<file path="src/rtl/pwm_demod_if.sv">
// Handshake-free sample bus between the PWM demodulator and its consumer.
`timescale 1ns/1ps
interface pwm_demod_if #(
  parameter int WIDTH = 8
);
  logic             en;
  logic             din;
  logic [WIDTH-1:0] sample;
  logic             sample_valid;
  logic             locked;
  logic             overflow;

  modport master (
    output en, din,
    input  sample, sample_valid, locked, overflow
  );

  modport slave (
    input  en, din,
    output sample, sample_valid, locked, overflow
  );
endinterface

</file>
<file path="src/rtl/pwm_demod.sv">
// PWM demodulator: counts din high cycles over a PERIOD window aligned to a rising edge; PWM_DEMOD_AVG_EN averages two windows.
// Latency: SYNC_STAGES cycles din to ds, 1 cycle last window bit to sample_valid; no backpressure, the strobe is fire-and-forget.
`timescale 1ns/1ps
module pwm_demod #(
  parameter int PERIOD      = 256,
  parameter int WIDTH       = 8,
  parameter int SYNC_STAGES = 2
) (
  input  logic        clk_100,
  input  logic        rst,
  pwm_demod_if.slave  bus
);
  localparam int CW = $clog2(PERIOD + 1);
  localparam int XW = (CW > WIDTH) ? CW : WIDTH;
  localparam logic [XW-1:0] MAXV = XW'({WIDTH{1'b1}});

  typedef enum logic [1:0] {IDLE, HUNT, MEASURE} state_t;

  state_t                 r_state;
  logic [SYNC_STAGES-1:0] r_sync;
  logic                   r_ds_d;
  logic [CW-1:0]          r_win;
  logic [CW-1:0]          r_ones;
  logic [WIDTH-1:0]       r_sample;
  logic                   r_valid;
  logic                   r_locked;
  logic                   r_ovf;
`ifdef PWM_DEMOD_AVG_EN
  logic [WIDTH-1:0]       r_prev;
  logic                   r_primed;
  logic [WIDTH:0]         w_avg_sum;
`endif

  logic                   w_ds;
  logic                   w_rise;
  logic [CW-1:0]          w_total;
  logic [XW-1:0]          w_total_x;
  logic                   w_over;
  logic [WIDTH-1:0]       w_sat;
  logic                   w_last;

  assign w_ds      = r_sync[SYNC_STAGES-1];
  assign w_rise    = w_ds & ~r_ds_d;
  // Count including the bit of the current cycle, so the last window bit is in the total.
  assign w_total   = r_ones + CW'(w_ds);
  assign w_total_x = XW'(w_total);
  assign w_over    = (w_total_x > MAXV);
  assign w_sat     = w_over ? {WIDTH{1'b1}} : w_total_x[WIDTH-1:0];
  assign w_last    = (r_win == CW'(PERIOD - 1));
`ifdef PWM_DEMOD_AVG_EN
  assign w_avg_sum = {1'b0, w_sat} + {1'b0, r_prev} + (WIDTH+1)'(1);
`endif

  assign bus.sample       = r_sample;
  assign bus.sample_valid = r_valid;
  assign bus.locked       = r_locked;
  assign bus.overflow     = r_ovf;

  always_ff @(posedge clk_100 or posedge rst) begin
    if (rst) begin
      r_sync <= '0;
      r_ds_d <= 1'b0;
    end else begin
      r_sync <= {r_sync[SYNC_STAGES-2:0], bus.din};
      r_ds_d <= w_ds;
    end
  end

  always_ff @(posedge clk_100 or posedge rst) begin
    if (rst) begin
      r_state  <= IDLE;
      r_win    <= '0;
      r_ones   <= '0;
      r_sample <= '0;
      r_valid  <= 1'b0;
      r_locked <= 1'b0;
      r_ovf    <= 1'b0;
`ifdef PWM_DEMOD_AVG_EN
      r_prev   <= '0;
      r_primed <= 1'b0;
`endif
    end else begin
      r_valid <= 1'b0;
      if (!bus.en) begin
        // Partial window is dropped; sample keeps its last value.
        r_state  <= IDLE;
        r_locked <= 1'b0;
        r_win    <= '0;
        r_ones   <= '0;
`ifdef PWM_DEMOD_AVG_EN
        r_primed <= 1'b0;
`endif
      end else begin
        case (r_state)
          IDLE: begin
            r_state <= HUNT;
          end
          HUNT: begin
            if (w_rise) begin
              r_state  <= MEASURE;
              r_locked <= 1'b1;
              r_win    <= CW'(1);
              r_ones   <= CW'(1);
            end
          end
          MEASURE: begin
            if (w_last) begin
              r_win  <= '0;
              r_ones <= '0;
              if (w_over) r_ovf <= 1'b1;
`ifdef PWM_DEMOD_AVG_EN
              r_prev   <= w_sat;
              r_primed <= 1'b1;
              if (r_primed) begin
                r_sample <= w_avg_sum[WIDTH:1];
                r_valid  <= 1'b1;
              end
`else
              r_sample <= w_sat;
              r_valid  <= 1'b1;
`endif
            end else begin
              r_win  <= r_win + CW'(1);
              r_ones <= w_total;
            end
          end
          default: begin
            r_state <= IDLE;
          end
        endcase
      end
    end
  end
endmodule

</file>
<file path="src/flat_wrapper.sv">
// flat-port wrapper written by rule: the top's interface ports become plain ports
module pwm_demod_flat 
#(
  parameter int PERIOD      = 256,
  parameter int WIDTH       = 8,
  parameter int SYNC_STAGES = 2
)
  (clk_100, rst, bus_en, bus_din, bus_sample, bus_sample_valid, bus_locked, bus_overflow);
  pwm_demod_if #(.WIDTH(WIDTH)) bus_i ();
  input  logic clk_100;
  input  logic rst;
  input wire logic [$bits(bus_i.en)-1:0] bus_en;
  input wire logic [$bits(bus_i.din)-1:0] bus_din;
  output wire logic [$bits(bus_i.sample)-1:0] bus_sample;
  output wire logic [$bits(bus_i.sample_valid)-1:0] bus_sample_valid;
  output wire logic [$bits(bus_i.locked)-1:0] bus_locked;
  output wire logic [$bits(bus_i.overflow)-1:0] bus_overflow;
  assign bus_i.en = bus_en;
  assign bus_i.din = bus_din;
  assign bus_sample = bus_i.sample;
  assign bus_sample_valid = bus_i.sample_valid;
  assign bus_locked = bus_i.locked;
  assign bus_overflow = bus_i.overflow;
  pwm_demod #(.PERIOD(PERIOD), .WIDTH(WIDTH), .SYNC_STAGES(SYNC_STAGES)) u_core (.clk_100(clk_100), .rst(rst), .bus(bus_i));
endmodule
</file>
<file path="config.mk">
export PLATFORM = sky130hd
export DESIGN_NAME = pwm_demod_flat
export DESIGN_NICKNAME = d
export VERILOG_FILES = /design/src/rtl/pwm_demod_if.sv /design/src/rtl/pwm_demod.sv /design/src/flat_wrapper.sv
export SDC_FILE = /design/constraint.sdc
export NUM_CORES = 1
export LEC_CHECK = 0
export ABC_AREA = 1
export BUFFER_PORTS_ARGS = -buffer_cell sky130_fd_sc_hd__clkbuf_2
export CAP_MARGIN = 0
export CORE_ASPECT_RATIO = 1.5
export CORE_UTILIZATION = 45
export CTS_BUF_LIST = sky130_fd_sc_hd__clkbuf_8
export CTS_CLUSTER_DIAMETER = 30
export CTS_CLUSTER_SIZE = 10
export DETAILED_ROUTE_END_ITERATION = 7
export GPL_TIMING_DRIVEN = 1
export HOLD_SLACK_MARGIN = 0.15
export PLACE_DENSITY = 0.67
export SYNTH_ARGS = -nofsm -noshare
export SYNTH_HDL_FRONTEND = slang
export SYNTH_SLANG_ARGS = --single-unit
export TNS_END_PERCENT = 5
</file>
<file path="constraint.sdc">
create_clock -name clk_100 -period 3.65 [get_ports clk_100]
set_input_delay 0.9125 -clock clk_100 [delete_from_list [all_inputs] [get_ports clk_100]]
set_output_delay 0.9125 -clock clk_100 [all_outputs]
set_load 0.005 [all_outputs]
</file>
==> metrics.txt, run 1 <==
global placer's final weighted congestion 0.830; H-tree levels 2; WP data arrival ~0.8 ns; drc violations 0; Fillers about 360; DR iter-0 viols 30; antenna violations before repair 0; Final TNS setup 0 ns; Via density 4.99; CP bufs+invs 1; Clock transition at path regs about 0.07 ns; Clock Path Buffers 2; Final #Nets 240; Initial Util between 40 and 50%; area grow syn2layout 13.9%; kind of critical path reg2out; Mean Syn Cell Area 8.02 µm²; global-route wire length before repair 5770 µm; crit start category flop; simple-gate area share of the yosys netlist 31.8%; antenna cells 0; unrepaired setup endpoints after global routing no; dpl cells 267; status finished clean; die height 77.1 µm; Synth top area share 50.3%; final hold violations 0; Crit Reg-Reg Startpoint u_core.r_sync[1]$_DFF_PP0_; Post-Place Worst Slack 1.69 ns; DP Wirelength between 2000 and 2500 µm; Post-DRT Antenna Nets 0; Finished Layout Cells 275; hold_sp u_core.r_sync[0]$_DFF_PP0_; Async S/R FF share, synth 100%; hold endpoint u_core.r_sync[1]$_DFF_PP0_; hold path cells 0; largest family of logic cells by synthesized area simple AND/OR/NAND/NOR gates; CP required 2.74 ns; R2R Setup Slk ~2 ns; cell with the most instances after synthesis nand2_1; FF+latch count, synth 34; synthesized area 0.00169 mm²; post-synthesis net count 219; final setup violation count 0; Post-Layout Inst Area 0.00193 mm²; fin crit share 46.8%; average wire per standard cell 11.6 µm; critical path endpoint category output port; Synth Warn # 0; CTS tree yes; Compound-Gate Fraction of Synth Area 6.87%; maximum fanout along the worst path 2; Max Transition Viols Final 0; CTS Hold Bufs 0; die area between 0.004 and 0.005 mm²; critical path's top delay family flip-flops; num rows 26; Max VDD drop 348 µV; Layout Utilization 54.9%; GRT overflow 0; Die Wd 52.1 µm; Slew headroom about 72%; Fin Clk Skew 0.00408 ns; r2r worst-path depth 10; vias in the first global route 1359; Root Buffer clkbuf_8; share of the yosys chip area belonging to registers about half; Post-synth EDFFs 0; max_cap viols 0; largest net degree at the start of global routing 35; drt pass-1 iters 4; layout cells sized above 1 16.7%; crit path time final ~1.7 ns; Core Region roughly 0.0035 mm²; multiplexer share of the synthesized area 0%; drt total wl 3200 µm; min setup slack post-route 1.94 ns; cts repair resizes 0; clk sinks 34; Post-CTS Setup Inserts 0; Top Ports 15; Hold Path Class reg2reg; Slew @ Worst Pin 0.419 ns; post-placement cell area 0.00182 mm²; Static Leak about 1.0 nW; port bufs 14; Post-Synthesis Cells 211; Max stage delay on crit path 0.40 ns; PD cells 406 mW/mm²; Netlist cell types 27; Post-synth top cells nand2_1, dfrtp_1, inv_1; fmax 585 MHz; number of buffers created by CTS 5; clk_lat worst skew about 0.28 ns; cell taking the most area after synthesis dfrtp_1; vias 1373; Crit-path slowest cell dfrtp_1; Post-Synth XOR/XNOR Area 1.03%; prevailing post-synth register cell dfrtp_1; Reg-to-Reg End u_core.bus.sample[3]$_DFFE_PP0P_; Synth Area in Adders 2.96%; Area contributors post-synth dfrtp_1, nand2_1, inv_1; worst-path cell chain clkbuf_2; GRT Resource Usage Total 19.4%
-- logic make-up after synthesis --
group / after synthesis
xor+xnor: 2
compound gates: 20
flops: 34
simple gates: 121
fa+ha+maj: 4
buf+inv: 30
-- flip-flops by register name, summed over array words and instances (netlist names) --
| name | cells |
|---|---|
| u_core.r_ones | 9 |
| u_core.r_win | 9 |
| u_core.bus.locked | 1 |
| u_core.r_state | 2 |
| u_core.bus.overflow | 1 |
| u_core.r_sync | 2 |
| u_core.r_ds_d | 1 |
| u_core.bus.sample | 8 |
| u_core.bus.sample_valid | 1 |
-- cell usage in the layout (no fill, tap or decap) --
master and instances:
nand2_1 82, dfrtp_1 34, inv_1 25, clkbuf_2 14, nor2_1 13, nand3_1 12
o21ai_0 7, o22ai_1 7, clkbuf_8 5, ha_1 4, inv_2 3, nand2_2 3
nor2_2 3, nor2_4 2, nand4_1 2, a21oi_1 2, or2_2 1, nand3_2 1
o21ai_1 1, clkinv_2 1, nand2_4 1, a21o_1 1, nand4_4 1, clkinv_4 1
xnor2_1 1, xor2_1 1, o21bai_1 1, a211oi_1 1, clkinvlp_4 1, bufinv_16 1
buf_4 1
-- worst max path at each step --
stage                                               end  depth (start not counted)                        startpoint  slack [ns]
after detailed placement   u_core.r_ones[0]$_DFFE_PP0P_                          8                            bus_en        1.69
after floorplan           u_core.bus.locked$_DFFE_PP0P_                          1                               rst        1.99
after global placement      u_core.r_win[0]$_DFFE_PP0P_                          8                            bus_en        1.71
final                                     bus_sample[3]                          1  u_core.bus.sample[3]$_DFFE_PP0P_        1.94
after global routing        u_core.r_win[0]$_DFFE_PP0P_                          8                            bus_en        1.84
after CTS                                 bus_sample[3]                          1  u_core.bus.sample[3]$_DFFE_PP0P_        1.92
-- cell type report --
type,instances,area [µm²],area share [%]
multi-input cells,147,722,37.4
inverters,29,115,5.97
clock buffers,5,68.8,3.57
flip-flops and latches,34,851,44.1
repair buffers,15,77.6,4.02
clock inverters,3,41.3,2.14
well taps,42,52.6,2.73
-- layer usage --
layer  part of all wire, %  vias to the layer above  GRT usage [%]  wire [µm]
met5                     0                        -              0          0
met1                    42                      643           20.3       1330
met2                    54                       21           33.6       1730
met4                   2.4                        0           10.3         78
li1                      -                      701              -          -
met3                   1.8                        8           5.16         59
-- metrics by stage --
stage / hold slack [ns] / power, mW
after CTS: 0.353 / 0.792
after detailed placement: 0.336 / 0.451
after global routing: 0.363 / 0.821
after global placement: 0.334 / 0.451
final: 0.350 / 0.783
after floorplan: 0.331 / 0.436
-- worst register-to-register path, delay by kind of cell, from the launching register on --
family                   cells  cell delay (ns)
flip-flops                   1             0.41
adder cells (fa/ha/maj)      2             0.39
AND/OR/NAND/NOR              8             0.67
-- power by group --
group | internal [mW] | leakage [nW] | switching, mW
Sequential | 0.384 | 0.461 | 0.00762
Clock | 0.201 | 0.0556 | 0.140
Combinational | 0.0152 | 0.516 | 0.0348
Total | 0.601 | 1.03 | 0.183
Note: power is estimated with default switching activity, not from simulation.
==> run 2: changes to the inputs <==
--- a/config.mk
+++ b/config.mk
@@ -16,7 +16,7 @@
 export DETAILED_ROUTE_END_ITERATION = 7
 export GPL_TIMING_DRIVEN = 1
 export HOLD_SLACK_MARGIN = 0.15
-export PLACE_DENSITY = 0.67
+export PLACE_DENSITY = 0.69
 export SYNTH_ARGS = -nofsm -noshare
 export SYNTH_HDL_FRONTEND = slang
 export SYNTH_SLANG_ARGS = --single-unit
==> constraint.sdc (replaced) <==
create_clock -name clk_100 -period 1.54 [get_ports clk_100]
set_input_delay 0.385 -clock clk_100 [delete_from_list [all_inputs] [get_ports clk_100]]
set_output_delay 0.385 -clock clk_100 [all_outputs]
set_load 0.005 [all_outputs]
==> metrics.txt, run 2 (same netlist as run 1, synthesis figures left out) <==
status finished clean (unchanged); Max VDD drop 694 µV (was 348 µV); clk sinks 34 (unchanged); port bufs 14 (unchanged); Slew @ Worst Pin 0.432 ns (was 0.419 ns); max_cap viols 0 (unchanged); kind of critical path reg2reg (was reg2out); largest net degree at the start of global routing 35 (unchanged); average wire per standard cell 12.4 µm (was 11.6 µm); Reg-to-Reg End u_core.bus.sample[2]$_DFFE_PP0P_ (was u_core.bus.sample[3]$_DFFE_PP0P_); PD cells 875 mW/mm² (was 406 mW/mm²); die height 77.1 µm (unchanged); min setup slack post-route 0.110 ns (was 1.94 ns); CTS Hold Bufs 0 (unchanged); Root Buffer clkbuf_8 (unchanged); Post-DRT Antenna Nets 0 (unchanged); crit path time final about 1.4 ns; DP Wirelength 2510 µm (was 2340 µm); Top Ports 15 (unchanged); vias in the first global route 1432 (was 1359); r2r worst-path depth 8 (was 10); DR iter-0 viols 43 (was 30); antenna violations before repair 0 (unchanged); GRT Resource Usage Total 20.8% (was 19.4%); Die Wd 52.1 µm (unchanged); layout cells sized above 1 22.4% (was 16.7%); global-route wire length before repair 6140 µm (was 5770 µm); Core Region 0.00351 mm² (unchanged); crit path from u_core.r_win[0]$_DFFE_PP0P_ (was u_core.bus.sample[3]$_DFFE_PP0P_); drt total wl 3500 µm (was 3200 µm); antenna cells 0 (unchanged); drc violations 0 (unchanged); H-tree levels 2 (unchanged); vias 1410 (was 1373); Slew headroom 71.2% (was 72.0%); final setup violation count 0 (unchanged); commonest non-fill, non-tap cell in the layout nand2_1 (unchanged); GRT overflow 0 (unchanged); Fin Clk Skew 0.00931 ns (was 0.00408 ns); global placer's final weighted congestion 0.816 (was 0.830); Clock Path Buffers 2 (unchanged); final hold violations 0 (unchanged); critical path endpoint category flop (was output port); number of buffers created by CTS 5 (unchanged); Hold Path Class in2async (was reg2reg); area grow syn2layout 20.0% (was 13.9%); CP required 1.73 ns (was 2.74 ns); num rows 26 (unchanged); Final #Nets 248 (was 240); fin crit share 92.9%; Crit Reg-Reg Startpoint u_core.r_win[0]$_DFFE_PP0P_ (was u_core.r_sync[1]$_DFF_PP0_); Post-Place Worst Slack 0.0102 ns (was 1.69 ns); Power Total 1.78 mW (was 0.783 mW); maximum fanout along the worst path 10 (was 2); WP data arrival 1.62 ns (was 0.80 ns); Static Leak 1.08 nW (was 1.03 nW); Fillers 338 (was 358); drt pass-1 iters 4 (unchanged); CTS tree yes (unchanged); Initial Util 48.2% (unchanged); Clock transition at path regs 0.08 ns (was 0.07 ns); clk_lat worst skew 0.30 ns (was 0.28 ns); R2R Setup Slk 0.11 ns (was 2.06 ns); Max Transition Viols Final 0 (unchanged); Via density 4.98 (was 4.99); die area 0.00402 mm² (unchanged); fmax 699 MHz; crit start category flop (unchanged); most frequent cells in the layout nand2_1, dfrtp_1, inv_1 (unchanged)
-- run 2: changes by cell type in the layout (fill, tap and decap cells not counted), sizes merged --
cell	change
buf	+7
bufinv	-1
clkbuf	+1
clkinv	+1
inv	-1
nand2	+1
-- run 2: routing by layer --
metal	track usage (%)	vias to the layer above	wire length [µm]
met3	5.95	8	100
met2	35.8	18	1910
met1	23.2	666	1410
met4	8.38	0	81
li1	-	718	-
met5	0	-	0
-- run 2: final cells by class --
class                           count  area (µm²)  area share (%)
Sequential cell                    34         851            41.9
Timing Repair Buffer               22         130            6.40
Clock inverter                      2        12.5           0.616
Inverter                           29         115            5.67
Tap cell                           42        52.6            2.59
Clock buffer                        6        82.6            4.06
Multi-Input combinational cell    148         788            38.8
-- run 2: where the power goes --
group	total (mW)	switching, mW	internal [mW]	leakage, nW
clock network	0.702	0.343	0.359	0.0472
logic	0.151	0.0971	0.0540	0.570
registers	0.925	0.0142	0.911	0.461
-- run 2: timing repair --
action,in CTS,in global routing
buffers inserted,0,1
resized for setup,1,12
endpoints found under the hold margin,0,0
cloned,0,1
setup endpoints to repair,1,11
pin swaps,0,10
-- run 2: how the worst max path moves through the flow --
| stage | to | cells after the start | slack, ns |
|---|---|---|---|
| 3_3_place_gp | u_core.bus.sample[3]$_DFFE_PP0P_ | 10 | 0.03 |
| 3_5_place_dp | u_core.bus.sample[3]$_DFFE_PP0P_ | 10 | 0.01 |
| 4_1_cts | u_core.bus.sample[3]$_DFFE_PP0P_ | 10 | 0.02 |
| 2_1_floorplan | u_core.bus.sample[4]$_DFFE_PP0P_ | 10 | 0.1 |
| 5_1_grt | u_core.bus.sample[5]$_DFFE_PP0P_ | 9 | -0.02 |
| 6_report | u_core.bus.sample[2]$_DFFE_PP0P_ | 8 | 0.11 |
-- run 2: worst max-delay path: stages, from the launching register on --
cell and delay [ns]:
dfrtp_1 0.40, ha_1 0.21, nand2_1 0.11, nor2_2 0.06, buf_4 0.14, nand4_4 0.16, clkinv_4 0.11, nand2_1 0.08
nand2_1 0.05
-- run 2: metrics by stage --
stage	cells	utilization (%)	instance area, µm²	hold WS [ns]	setup TNS [ns]
detailed placement	273	53.0	1860	0.336	0
CTS	281	55.9	1960	0.163	0
floorplan	211	-	1690	0.331	0
global placement	273	53.0	1860	0.337	0
finish	283	57.8	2030	0.145	0
global route	283	57.8	2030	0.188	-0.117
==> run 3: changes to the inputs <==
--- a/config.mk
+++ b/config.mk
@@ -5,7 +5,7 @@
 export SDC_FILE = /design/constraint.sdc
 export NUM_CORES = 1
 export LEC_CHECK = 0
-export ABC_AREA = 1
+export ABC_CLOCK_PERIOD_IN_PS = 1540
 export BUFFER_PORTS_ARGS = -buffer_cell sky130_fd_sc_hd__clkbuf_2
 export CAP_MARGIN = 0
 export CORE_ASPECT_RATIO = 1.5
@@ -16,7 +16,7 @@
 export DETAILED_ROUTE_END_ITERATION = 7
 export GPL_TIMING_DRIVEN = 1
 export HOLD_SLACK_MARGIN = 0.15
-export PLACE_DENSITY = 0.69
+export PLACE_DENSITY = 0.7
 export SYNTH_ARGS = -nofsm -noshare
 export SYNTH_HDL_FRONTEND = slang
 export SYNTH_SLANG_ARGS = --single-unit
==> metrics.txt, run 3 <==
Netlist cell types 39 (was 27); fmax 612 MHz (was 699 MHz); port bufs 14 (unchanged); DP Wirelength 2580 µm (was 2510 µm); Max Transition Viols Final 0 (unchanged); vias 1346 (was 1410); commonest non-fill, non-tap cell in the layout dfrtp_1 (was nand2_1); vias in the first global route 1305 (was 1432); CP required 1.76 ns (was 1.73 ns); Final #Nets 204 (was 248); met1 WL 1400 µm (was 1410 µm); Async S/R FF share, synth 100% (unchanged); clk sinks 34 (unchanged); cell with the most instances after synthesis dfrtp_1 (was nand2_1); GRT Resource Usage Total 20.9% (was 20.8%); Comb power frac 5.6% (was 8.5%); Mean Syn Cell Area 10.2 µm² (was 8.02 µm²); Max stage delay on crit path 0.46 ns (was 0.40 ns); global placer's final weighted congestion 0.864 (was 0.816); drc violations 0 (unchanged); DR iter-0 viols 35 (was 43); CTS Hold Bufs 0 (unchanged); Finished Layout Cells 239 (was 283); largest net degree at the start of global routing 35 (unchanged); dpl cells 230 (was 273); worst-path cell chain ha_2 > ha_4 > or4b_4 > and2_4 > a31oi_1 (was ha_1 > nand2_1 > nor2_2 > buf_4 > nand4_4 > clkinv_4 > nand2_1 > nand2_1); min setup slack post-route -0.0944 ns (was 0.110 ns); Clock Path Buffers 2 (unchanged); fin crit share 106% (was 92.9%); synthesized area 0.00163 mm² (was 0.00169 mm²); WP data arrival 1.86 ns (was 1.62 ns); crit start category flop (unchanged); DR top layer met4 (unchanged); crit path time final 1.63 ns (was 1.43 ns); drt total wl 3540 µm (was 3500 µm); WL met2 1900 µm (was 1910 µm); maximum fanout along the worst path 9 (was 10); status finished with violations (was finished clean); unrepaired setup endpoints after global routing yes; Fin Clk Skew 0.00408 ns (was 0.00931 ns); NetSw 0.432 mW (was 0.454 mW); antenna cells 0 (unchanged); PD cells 972 mW/mm² (was 875 mW/mm²); die area 0.00387 mm² (was 0.00402 mm²); Area contributors post-synth dfrtp_1, a31oi_1, o21ai_0 (was dfrtp_1, nand2_1, inv_1); Clock transition at path regs 0.07 ns (was 0.08 ns); antenna violations before repair 0 (unchanged); prevailing post-synth register cell dfrtp_1 (unchanged); Post-DRT Antenna Nets 0 (unchanged); WHS 0.142 ns (was 0.145 ns); clk_lat worst skew 0.30 ns (about the same); Max VDD drop 880 µV (was 694 µV); H-tree levels 2 (unchanged); Crit-path slowest cell or4b_4 (was dfrtp_1); Layout Utilization 61.4% (was 57.8%); switch share 21.2% (was 25.5%); Top Ports 15 (unchanged); GRT overflow 0 (unchanged); share of total power in sequential cells 45.2% (was 52.0%); Post-synth top cells dfrtp_1, nor2_1, nand2_1 (was nand2_1, dfrtp_1, inv_1); Die Wd 51.1 µm (was 52.1 µm); Post-Synthesis Cells 160 (was 211); Slew headroom 71.7% (was 71.2%); Synth top area share 52.3% (was 50.3%); Fillers 289 (was 338); Post-synth EDFFs 0 (unchanged); average wire per standard cell 14.8 µm (was 12.4 µm); r2r worst-path depth 5 (was 8); Static Leak 0.953 nW (was 1.08 nW); layout cells sized above 1 29.9% (was 22.4%); drt pass-1 iters 4 (unchanged); die height 75.7 µm (was 77.1 µm); FF+latch count, synth 34 (unchanged); CTS tree yes (unchanged); Internal 1.61 mW (was 1.32 mW); max_cap viols 0 (unchanged); FF/Latch Area 851 µm² (unchanged); Clk network pwr share 49.2% (was 39.5%); kind of critical path reg2reg (unchanged); met3 wire length 138 µm (was 100 µm); Core Region 0.00342 mm² (was 0.00351 mm²); share of the yosys chip area belonging to registers 52.3% (was 50.3%); failing checks negative setup slack; Synth Warn # 0 (unchanged); cell taking the most area after synthesis dfrtp_1 (unchanged); final setup violation count 9 (was 0); area grow syn2layout 28.8% (was 20.0%); num rows 26 (unchanged); critical path endpoint category flop (unchanged); most frequent cells in the layout dfrtp_1, buf_4, nor2_1, clkbuf_2, nand2_1 (was nand2_1, dfrtp_1, inv_1); Post-Place Worst Slack -0.122 ns (was 0.0102 ns); Slew @ Worst Pin 0.424 ns (was 0.432 ns); final hold violations 0 (unchanged); Initial Util 47.7% (was 48.2%); Via density 5.63 (was 4.98); post-synthesis net count 168 (was 219); footprint of the multi-input gates 778 µm² (was 788 µm²); Root Buffer clkbuf_8 (unchanged); number of buffers created by CTS 5 (unchanged); global-route wire length before repair 5700 µm (was 6140 µm); Hold Path Class in2async (unchanged)
-- run 3: cells by family after synthesis --
family	after synthesis	synth area share, %
buf+inv	14	4.30
fa+ha+maj	4	3.07
flops	34	52.3
simple gates	59	20.2
compound gates	42	16.4
xor+xnor	7	3.77
-- run 3: stage by stage --
step           instance area (µm²)  power (mW)  TNS, ns
3_5_place_dp                  1920        1.05   -0.984
4_1_cts                       2070        2.05   -0.565
5_1_grt                       2100        2.11    -1.55
3_3_place_gp                  1920        1.05   -0.266
6_report                      2100        2.04   -0.679
2_1_floorplan                 1670        1.00    -1.00
-- run 3: metal layers --
layer	up-vias	GRT usage, %
met1	660	21.5
met4	0	12.7
li1	640	-
met5	-	0
met2	36	37.0
met3	10	6.39
-- run 3: final cells by class --
class | instances | area share, %
repair buffers | 37 | 12.2
clock buffers | 5 | 3.28
inverters | 6 | 1.07
well taps | 42 | 2.51
multi-input cells | 112 | 37.1
flip-flops and latches | 34 | 40.6
clock inverters | 3 | 3.28
-- run 3: path summary, 6_finish.rpt --
kind	from	to	slack (ns)
worst max-delay path	u_core.r_sync[1]$_DFF_PP0_	u_core.bus.sample[5]$_DFFE_PP0P_	-0.09
worst min-delay path	rst	u_core.r_ones[2]$_DFFE_PP0P_	0.14
worst max register to register	u_core.r_sync[1]$_DFF_PP0_	u_core.bus.sample[5]$_DFFE_PP0P_	-0.09
worst min register to register	u_core.r_sync[0]$_DFF_PP0_	u_core.r_sync[1]$_DFF_PP0_	0.35
max in group asynchronous	rst	u_core.r_win[8]$_DFFE_PP0P_	1.09
min in group clk_100	bus_din	u_core.r_sync[0]$_DFF_PP0_	0.19
-- run 3: power groups by stage --
stage	logic (mW)	registers [mW]	clock network, mW
after global routing	0.130	0.923	1.06
after detailed placement	0.112	0.938	0
after floorplan	0.0646	0.935	0
after CTS	0.116	0.920	1.01
final	0.115	0.922	1.00
after global placement	0.108	0.937	0
-- run 3: timing repair --
action / 4_1_cts / 5_1_grt
pin swaps: 2 / 2
gates cloned: 0 / 0
setup buffers: 1 / 0
setup endpoints to repair: 18 / 19
resized for setup: 4 / 8
endpoints found under the hold margin: 0 / 0
-- run 3: critical path, delay by kind of cell (launching register included) --
| kind | cells | cell delay (ns) |
|---|---|---|
| flip-flops | 1 | 0.39 |
| AO/OA/AOI/OAI | 1 | 0.14 |
| adder cells (fa/ha/maj) | 2 | 0.35 |
| AND/OR/NAND/NOR | 2 | 0.66 |
